**config.mk**
```make
export PLATFORM = sky130hd
export DESIGN_NAME = imem_boot_loader_flat
export DESIGN_NICKNAME = d
export VERILOG_FILES = /design/src/rtl/imem_boot_loader_pkg.sv /design/src/rtl/imem_boot_loader_if.sv /design/src/rtl/imem_boot_loader_packer.sv /design/src/rtl/imem_boot_loader.sv /design/src/flat_wrapper.sv
export SDC_FILE = /design/constraint.sdc
export NUM_CORES = 1
export LEC_CHECK = 0
export BUFFER_PORTS_ARGS = -buffer_cell sky130_fd_sc_hd__buf_2
export CAP_MARGIN = 20
export CORE_MARGIN = 10
export CORE_UTILIZATION = 51
export DETAILED_ROUTE_END_ITERATION = 8
export GPL_TIMING_DRIVEN = 0
export PLACE_DENSITY = 0.77
export SLEW_MARGIN = 15
export SYNTH_ARGS = -nofsm -noshare
export SYNTH_HDL_FRONTEND = slang
export SYNTH_SLANG_ARGS = --single-unit
export TNS_END_PERCENT = 1
```
**constraint.sdc**
```tcl
create_clock -name clk -period 1.85 [get_ports clk]
set_clock_uncertainty 0.1 [all_clocks]
set_input_delay 0.2775 -clock clk [delete_from_list [all_inputs] [get_ports clk]]
set_output_delay 0.2775 -clock clk [all_outputs]
set_load 0.02 [all_outputs]
```
**src/rtl/imem_boot_loader_pkg.sv**
```systemverilog
// mips_boot_pkg: shared state encoding and framing constants for the instruction-memory boot loader.
package mips_boot_pkg;
    typedef enum logic [2:0] {HDR0, HDR1, DATA, CSUM, DONE, ERR} boot_state_t;
    localparam int BOOT_CNT_W = 16;
    localparam int BYTES_PER_WORD = 4;
endpackage

```
**src/rtl/imem_boot_loader_if.sv**
```systemverilog
// imem_boot_loader_if: byte-stream input and instruction-memory write port of the boot loader.
interface imem_boot_loader_if #(parameter int ADDR_W = 8);
    logic              rx_valid;
    logic [7:0]        rx_data;
    logic              rx_ready;
    logic              imem_we;
    logic [ADDR_W-1:0] imem_addr;
    logic [31:0]       imem_wdata;
    modport master (output rx_valid, rx_data, input rx_ready, imem_we, imem_addr, imem_wdata);
    modport slave (input rx_valid, rx_data, output rx_ready, imem_we, imem_addr, imem_wdata);
endinterface

```
**src/rtl/imem_boot_loader_packer.sv**
```systemverilog
// boot_word_packer: assembles little-endian bytes into words and pulses word_valid the cycle after the last byte.
module boot_word_packer
    import mips_boot_pkg::*;
#(
    parameter int DATA_W = 32
) (
    input  logic              clk,
    input  logic              rst_n,
    input  logic              clear,
    input  logic              in_valid,
    input  logic [7:0]        in_data,
    output logic              last_byte,
    output logic              word_valid,
    output logic [DATA_W-1:0] word
);
    logic [1:0]        bcnt;
    logic [DATA_W-9:0] sr;
    assign last_byte = in_valid && bcnt == 2'(BYTES_PER_WORD - 1);
    always_ff @(posedge clk or negedge rst_n) begin
        if (!rst_n) begin
            bcnt       <= '0;
            sr         <= '0;
            word_valid <= 1'b0;
            word       <= '0;
        end else begin
            word_valid <= last_byte;
            if (clear) bcnt <= '0;
            else if (in_valid) begin
                bcnt <= bcnt + 2'd1;
                sr   <= {in_data, sr[DATA_W-9:8]};
            end
            if (last_byte) word <= {in_data, sr};
        end
    end
endmodule

```
**src/rtl/imem_boot_loader.sv**
```systemverilog
// imem_boot_loader: loads a framed byte stream into instruction memory, holding the core in reset until done.
// Optional BOOT_CHECKSUM_EN adds a trailing 8-bit checksum byte and the CSUM state.
module imem_boot_loader
    import mips_boot_pkg::*;
#(
    parameter int ADDR_W = 8,
    parameter int DATA_W = 32
) (
    input  logic                  clk,
    input  logic                  rst_n,
    input  logic                  boot_restart,
    imem_boot_loader_if.slave     bus,
    output logic                  core_rst_n,
    output logic                  boot_done,
    output logic                  boot_err
);
    boot_state_t           state, nxt;
    logic                  acc, clr, in_valid, last_byte, word_valid, too_big;
    logic [DATA_W-1:0]     word;
    logic [7:0]            cnt_lo;
    logic [BOOT_CNT_W-1:0] n, rem;
    logic [ADDR_W-1:0]     addr;
    assign bus.rx_ready  = state inside {HDR0, HDR1, DATA, CSUM};
    assign acc           = bus.rx_valid && bus.rx_ready;
    assign clr           = (state == DONE || state == ERR) && boot_restart;
    assign in_valid      = acc && state == DATA;
    assign n             = {bus.rx_data, cnt_lo};
    assign too_big       = 32'(n) > (32'd1 << ADDR_W);
    assign bus.imem_we   = word_valid;
    assign bus.imem_addr = addr;
    assign bus.imem_wdata = word;

    boot_word_packer #(.DATA_W(DATA_W)) u_packer (
        .clk       (clk),
        .rst_n     (rst_n),
        .clear     (clr),
        .in_valid  (in_valid),
        .in_data   (bus.rx_data),
        .last_byte (last_byte),
        .word_valid(word_valid),
        .word      (word)
    );

`ifdef BOOT_CHECKSUM_EN
    logic [7:0] sum;
    always_ff @(posedge clk or negedge rst_n) begin
        if (!rst_n) sum <= '0;
        else sum <= state == HDR0 ? 8'd0 : in_valid ? sum + bus.rx_data : sum;
    end
`endif

    always_comb begin
        nxt = state;
        unique case (state)
            HDR0: if (acc) nxt = HDR1;
            HDR1: if (acc) nxt = n == '0 ? DONE : too_big ? ERR : DATA;
            DATA: if (last_byte && rem == BOOT_CNT_W'(1)) begin
`ifdef BOOT_CHECKSUM_EN
                nxt = CSUM;
`else
                nxt = DONE;
`endif
            end
`ifdef BOOT_CHECKSUM_EN
            CSUM: if (acc) nxt = 8'(sum + bus.rx_data) == 8'd0 ? DONE : ERR;
`endif
            DONE, ERR: if (boot_restart) nxt = HDR0;
            default: nxt = HDR0;
        endcase
    end

    always_ff @(posedge clk or negedge rst_n) begin
        if (!rst_n) begin
            state      <= HDR0;
            core_rst_n <= 1'b0;
            boot_done  <= 1'b0;
            boot_err   <= 1'b0;
            cnt_lo     <= '0;
            rem        <= '0;
            addr       <= '0;
        end else begin
            state      <= nxt;
            core_rst_n <= nxt == DONE;
            boot_done  <= nxt == DONE;
            boot_err   <= nxt == ERR;
            if (state == HDR0 && acc) cnt_lo <= bus.rx_data;
            if (state == HDR1 && acc) rem <= n;
            else if (last_byte) rem <= rem - BOOT_CNT_W'(1);
            addr <= clr ? '0 : addr + ADDR_W'(word_valid);
        end
    end
endmodule

```
**src/flat_wrapper.sv**
```systemverilog
// flat-port wrapper written by rule: the top's interface ports become plain ports
module imem_boot_loader_flat import mips_boot_pkg::*;
#(
    parameter int ADDR_W = 8,
    parameter int DATA_W = 32
)
  (clk, rst_n, boot_restart, core_rst_n, boot_done, boot_err, bus_rx_valid, bus_rx_data, bus_rx_ready, bus_imem_we, bus_imem_addr, bus_imem_wdata);
  imem_boot_loader_if #(.ADDR_W(ADDR_W)) bus_i ();
  input  logic clk;
  input  logic rst_n;
  input  logic boot_restart;
  output logic core_rst_n;
  output logic boot_done;
  output logic boot_err;
  input wire logic [$bits(bus_i.rx_valid)-1:0] bus_rx_valid;
  input wire logic [$bits(bus_i.rx_data)-1:0] bus_rx_data;
  output wire logic [$bits(bus_i.rx_ready)-1:0] bus_rx_ready;
  output wire logic [$bits(bus_i.imem_we)-1:0] bus_imem_we;
  output wire logic [$bits(bus_i.imem_addr)-1:0] bus_imem_addr;
  output wire logic [$bits(bus_i.imem_wdata)-1:0] bus_imem_wdata;
  assign bus_i.rx_valid = bus_rx_valid;
  assign bus_i.rx_data = bus_rx_data;
  assign bus_rx_ready = bus_i.rx_ready;
  assign bus_imem_we = bus_i.imem_we;
  assign bus_imem_addr = bus_i.imem_addr;
  assign bus_imem_wdata = bus_i.imem_wdata;
  imem_boot_loader #(.ADDR_W(ADDR_W), .DATA_W(DATA_W)) u_core (.clk(clk), .rst_n(rst_n), .boot_restart(boot_restart), .bus(bus_i), .core_rst_n(core_rst_n), .boot_done(boot_done), .boot_err(boot_err));
endmodule
```
# Word-level counts from Yosys, hierarchy flattened
# Index checks and enable logic that the tools add are counted.
# totals
register_bits,96
latchBits,0
ramBits,0
rom_bits,0
in_bits,12
memories,0
# op_classes
addsub,3
n_mul,0
div_mod_pow,0
n_lt_le_gt_ge,1
n_eq_ne,9
n_shift,0
mux,12
n_bitwise,1
reduce_logical,15
# op_table
op,count
16-bit two-way mux,2
3-bit two-way mux,6
"16-bit by 1-bit equality test with 1-bit output, second input constant",1
"16-bit by 9-bit greater-than comparator with 1-bit output, second input constant",1
16-bit logical NOT,1
"16-bit by 1-bit subtractor with 16-bit output, second input constant",1
"3-bit equality test, second input constant",4
3-bit case mux with 4 select lines,1
8-bit by 1-bit adder with 8-bit output,1
8-bit two-way mux,1
1-bit logical AND,7
"3-bit by 2-bit equality test with 1-bit output, second input constant",2
2-bit two-way mux,2
2-bit nonzero test,2
4-bit nonzero test,1
"3-bit by 1-bit equality test with 1-bit output, second input constant",1
3-bit logical NOT,1
"2-bit by 1-bit adder with 2-bit output, second input constant",1
"2-bit equality test, second input constant",1
2-bit AND reduction,1
2-bit OR reduction,1
1-bit logical OR,1
1-bit inverter,1

# Depth between registers and ports, before layout
# depth
ltp_word,9
mapped_depth,8
mapped_depth_nobuf,5

# Hierarchy
# Synthesis repeated with hierarchy kept, for this count alone.
# unflattened
cells_unflattened,309
hier_area_um2,4230.3
# by_module_without_submodules
module,n_inst,cells_per_inst,area_per_inst_um2
boot_word_packer,1,129,2329.7
imem_boot_loader,1,180,1900.6

# Least setup slack after synthesis
# Ideal clock, no wire load.
# synth_timing
path_kind,reg2reg
startpoint,register u_core.state[0]
endpoint,register u_core.u_packer.sr[16]
setup_time_ns,0.125
t_arrival_ns,1.585
required_time_ns,1.625
setup_slack_ns,0.040
path_stages_with_launch,6
path_buffers,3
path_cell_list,dfrtp_1 > nor4bb_1 > buf_2 > buf_2 > buf_2 > mux2_2
# synth_between
elab_chain_len,5
word_cells_on_any_way,13
cone_classes,5 x eq/ne; 1 x bitwise; 7 x reduce/logical
# synth_lines
item,line,text
"start, declared",imem_boot_loader.sv:17,"boot_state_t state, nxt;"
"start signal, assigned",imem_boot_loader.sv:82,state <= nxt;
"3-bit by 1-bit equality test with 1-bit output, or another cell as far along",imem_boot_loader.sv:23,"assign bus.rx_ready = state inside {HDR0, HDR1, DATA, CSUM};"
4-bit nonzero test / 1-bit logical OR (equally long branches),"imem_boot_loader.sv:23, imem_boot_loader.sv:25",
1-bit logical AND (on tied branches),"imem_boot_loader.sv:24, imem_boot_loader.sv:25",
1-bit logical AND / 1-bit inverter (equally long branches),-,
2-bit AND reduction (no line) *,-,
"end signal, assigned",imem_boot_loader_packer.sv:30,"sr <= {in_data, sr[DATA_W-9:8]};"
"end, declared",imem_boot_loader_packer.sv:17,logic [DATA_W-9:0] sr;
# Mark *: on every way between the ends. The rest lies on a longest branch, timed or not.
# A chain may end at the register's enable or synchronous reset.

# Final worst setup path
# layout_timing
startpoint,input port bus_rx_data[5]
endpoint,register u_core.boot_err
# layout_between
elab_chain_len,6
word_cells_on_any_way,7
cone_classes,1 x order compare; 1 x eq/ne; 4 x mux; 1 x reduce/logical
# layout_lines
item,line,text
"start, declared",flat_wrapper.sv:16,input wire logic [$bits(bus_i.rx_data)-1:0] bus_rx_data;
16-bit by 9-bit greater-than comparator with 1-bit output,imem_boot_loader.sv:28,assign too_big = 32'(n) > (32'd1 << ADDR_W);
3-bit two-way mux,imem_boot_loader.sv:56,HDR1: if (acc) nxt = n == '0 ? DONE : too_big ? ERR : DATA;
3-bit two-way mux * (2 in series),imem_boot_loader.sv:56,
3-bit case mux with 4 select lines *,imem_boot_loader.sv:54,unique case (state)
via u_core.nxt[0],imem_boot_loader.sv:17,
3-bit equality test *,imem_boot_loader.sv:85,boot_err <= nxt == ERR;
"end signal, assigned",imem_boot_loader.sv:77,boot_err <= 1'b0;
"end signal, assigned",imem_boot_loader.sv:85,
"end, declared",imem_boot_loader.sv:15,output logic boot_err
# The timed path passes the listed nets; every way through them passes the cells marked *.

==> out/results.tsv <==
metric	value	unit
status	finished, violations left	
violations	negative setup slack	
nFillCells	581	
crit_buf_inv	1	
cts_buffers	9	
synth_top_area_cell	dfrtp_1	
antenna_cells	0	
dp_hpwl	6040	um
clock_sinks	96	
cp_top_family	simple AND/OR/NAND/NOR gates	
hp-class	input port to flop	
track_usage	0.151	
cp_slowest_stage_delay	0.62	ns
rsz0062_at_grt	true	
fin_area	4970	sq um
core	7730	sq um
synth_cell_types	46	
setup_ws	-0.0705	ns
hold_viol	0	
tightest_slew	0.804	ns
path_cells	buf_2, or4_1, nor4_1, a41oi_1, a21boi_2	
synth_edf_count	0	
setup.worst_path.end_class	flop	
clkTransAtPathRegs	0.10	ns
fin_tns_setup	-0.307	ns
mappedNetlistNets	318	
ys_async_sr_fraction	1.00	
syn_avg_cell_area	13.5	sq um
synth-seq-cells	96	
grt_pass1_wl	14400	um
peakVddDrop	0.000689	V
arrival	2.07	ns
start_util	0.525	
syn2layout_area_growth	22.6	%
htree_levels	3	
setup_viol	12	
crit_path_start	bus_rx_data[5]	
yosys_warnings	0	
leakage	2.49	nW
powerDensity	1090	nW/um^2
maxCapViolations	0	
reg2reg_to	u_core.rem[13]$_DFFE_PN0P_	
worst-path-max-fanout	5	
drcViolationCount	0	
vias_per_cell	5.71	
grt_pass1_vias	2840	
rows	32	
cts_buffer_depth	2	
synth_area_leaders	dfrtp_1 59%, mux2_2 18%, ha_1 1.5%	
drt_iter0_markers	189	
hold_start	bus_rx_data[2]	
avgRoutedWirePerCell	18.0	um
hold_end	u_core.u_packer.word[26]$_DFFE_PN0P_	
synth_commonest_cells	96 x dfrtp_1, 65 x mux2_2, 15 x nand2_1, 11 x nor2_1	
io_buffers	56	
die-area	11900	sq um
cts_tree	done	
die_h	109	um
relSlewSlack	0.459	
cp-start-kind	input port	
netlist_area	4060	sq um
rr_startpoint	u_core.state[0]$_DFF_PN0_	
max_freq	521	MHz
synth_top_area_frac	0.592	
firstDrtPassIters	4	
ys.flop_type	dfrtp_1	
min_path_cells	2	
layout.nets	399	
dpl_cell_area	4490	sq um
antenna_found_initial	0	
min_period_over_period	1.04	
gp_congestion	0.830	
p_total	5.42	mW
grt_max_degree	59	
totalWireLength	8820	um
instances_no_fill	489	
placed_cells	460	
clk_latency	0.36	ns
die_x	109	um
final_antenna_net_count	0	
io-pin-count	57	
r2r_cells	6	
grt_remaining_overflow	0	
drive_gt1_frac	0.491	
num_vias	2793	
post-place-ws	-0.252	ns
synth_seq_area_share	0.592	
critical_path_class	input port to flop	
synthCells	301	
yosysMostFrequentCell	dfrtp_1	
r2r_setup_slack	-0.06	ns
required	2.00	ns
clockRootBuffer	clkbuf_8	
period_minus_slack	1.92	ns
drv_slew	0	
cpMaxStageDelayCell	nor4_1	
## logic make-up after synthesis
group	count (synthesis)	synth area share
compound gates	41	0.0756
xor+xnor	8	0.0173
fa+ha+maj	5	0.0154
buf+inv	18	0.0222
flops	96	0.592
mux	65	0.180
simple gates	68	0.0969
## cells in the final DEF, fill, tap and decap left out, drive strengths merged, types with 3 or more instances in the layout
cell type   n
o311ai      7
mux2       65
clkbuf     10
o21ai       9
nand2      15
o211ai      8
inv         8
nor3b       3
a221o       3
nand3       9
nor3        4
ha          5
dfrtp      96
or3         3
buf        81
nor2b       4
nor2       11
or4         6
xor2        7
## worst max path at each step
| stage | slack (ns) | cells after the start | endpoint |
|---|---|---|---|
| finish | -0.07 | 5 | u_core.boot_err$_DFF_PN0_ |
| global placement | -0.49 | 1 | u_core.u_packer.word[0]$_DFFE_PN0P_ |
| global route | -0.13 | 5 | u_core.boot_err$_DFF_PN0_ |
| detailed placement | -0.25 | 5 | u_core.u_packer.sr[22]$_DFFE_PN0P_ |
| CTS | -0.09 | 6 | u_core.rem[13]$_DFFE_PN0P_ |
| floorplan | 0.04 | 5 | u_core.u_packer.sr[16]$_DFFE_PN0P_ |
## flip-flops by register name, indices dropped and copies added, names as in the netlist
| name | flops |
|---|---|
| u_core.u_packer.word_valid | 1 |
| u_core.u_packer.word | 32 |
| u_core.boot_err | 1 |
| u_core.core_rst_n | 1 |
| u_core.u_packer.bcnt | 2 |
| u_core.state | 3 |
| u_core.u_packer.sr | 24 |
| u_core.rem | 16 |
| u_core.cnt_lo | 8 |
| u_core.bus.imem_addr | 8 |
## layer usage
layer / vias up / GRT usage / share of wire
li1: 1268 / - / -
met1: 1411 / 0.200 / 0.44
met2: 94 / 0.231 / 0.47
met3: 20 / 0.0413 / 0.075
met4: 0 / 0.0576 / 0.017
met5: - / 0 / 0
## layout make-up
class                           instances  area, sq um  area share
Sequential cell                        96         2410       0.484
Tap cell                              102          128      0.0257
Inverter                                5         21.3     0.00428
Clock buffer                            9          124      0.0249
Buffer                                 13          118      0.0236
Clock inverter                          7         86.3      0.0174
Multi-Input combinational cell        187         1680       0.338
Timing Repair Buffer                   70          412      0.0828
## where the power goes
| part | leakage [nW] | internal, mW | switching (mW) |
|---|---|---|---|
| registers | 1.29 | 2.40 | 0.341 |
| logic | 1.10 | 0.614 | 0.635 |
| clock network | 0.104 | 0.653 | 0.783 |
| total | 2.49 | 3.66 | 1.76 |
## what timing repair did
item,4_1_cts,5_1_grt
resized for setup,20,32
buffers inserted,2,9
hold buffers,1,0
setup endpoints to repair,57,82
hold endpoints to repair,38,0
pin swaps,2,13
gates cloned,0,1
## metrics by stage
| stage | util | hold slack [ns] |
|---|---|---|
| final | 0.644 | 0.119 |
| after global routing | 0.644 | 0.120 |
| after CTS | 0.619 | 0.107 |
| after detailed placement | 0.582 | 0.193 |
| after global placement | 0.578 | 0.362 |
| after floorplan | - | -0.118 |
No activity file was read; power rests on OpenSTA's default activity.
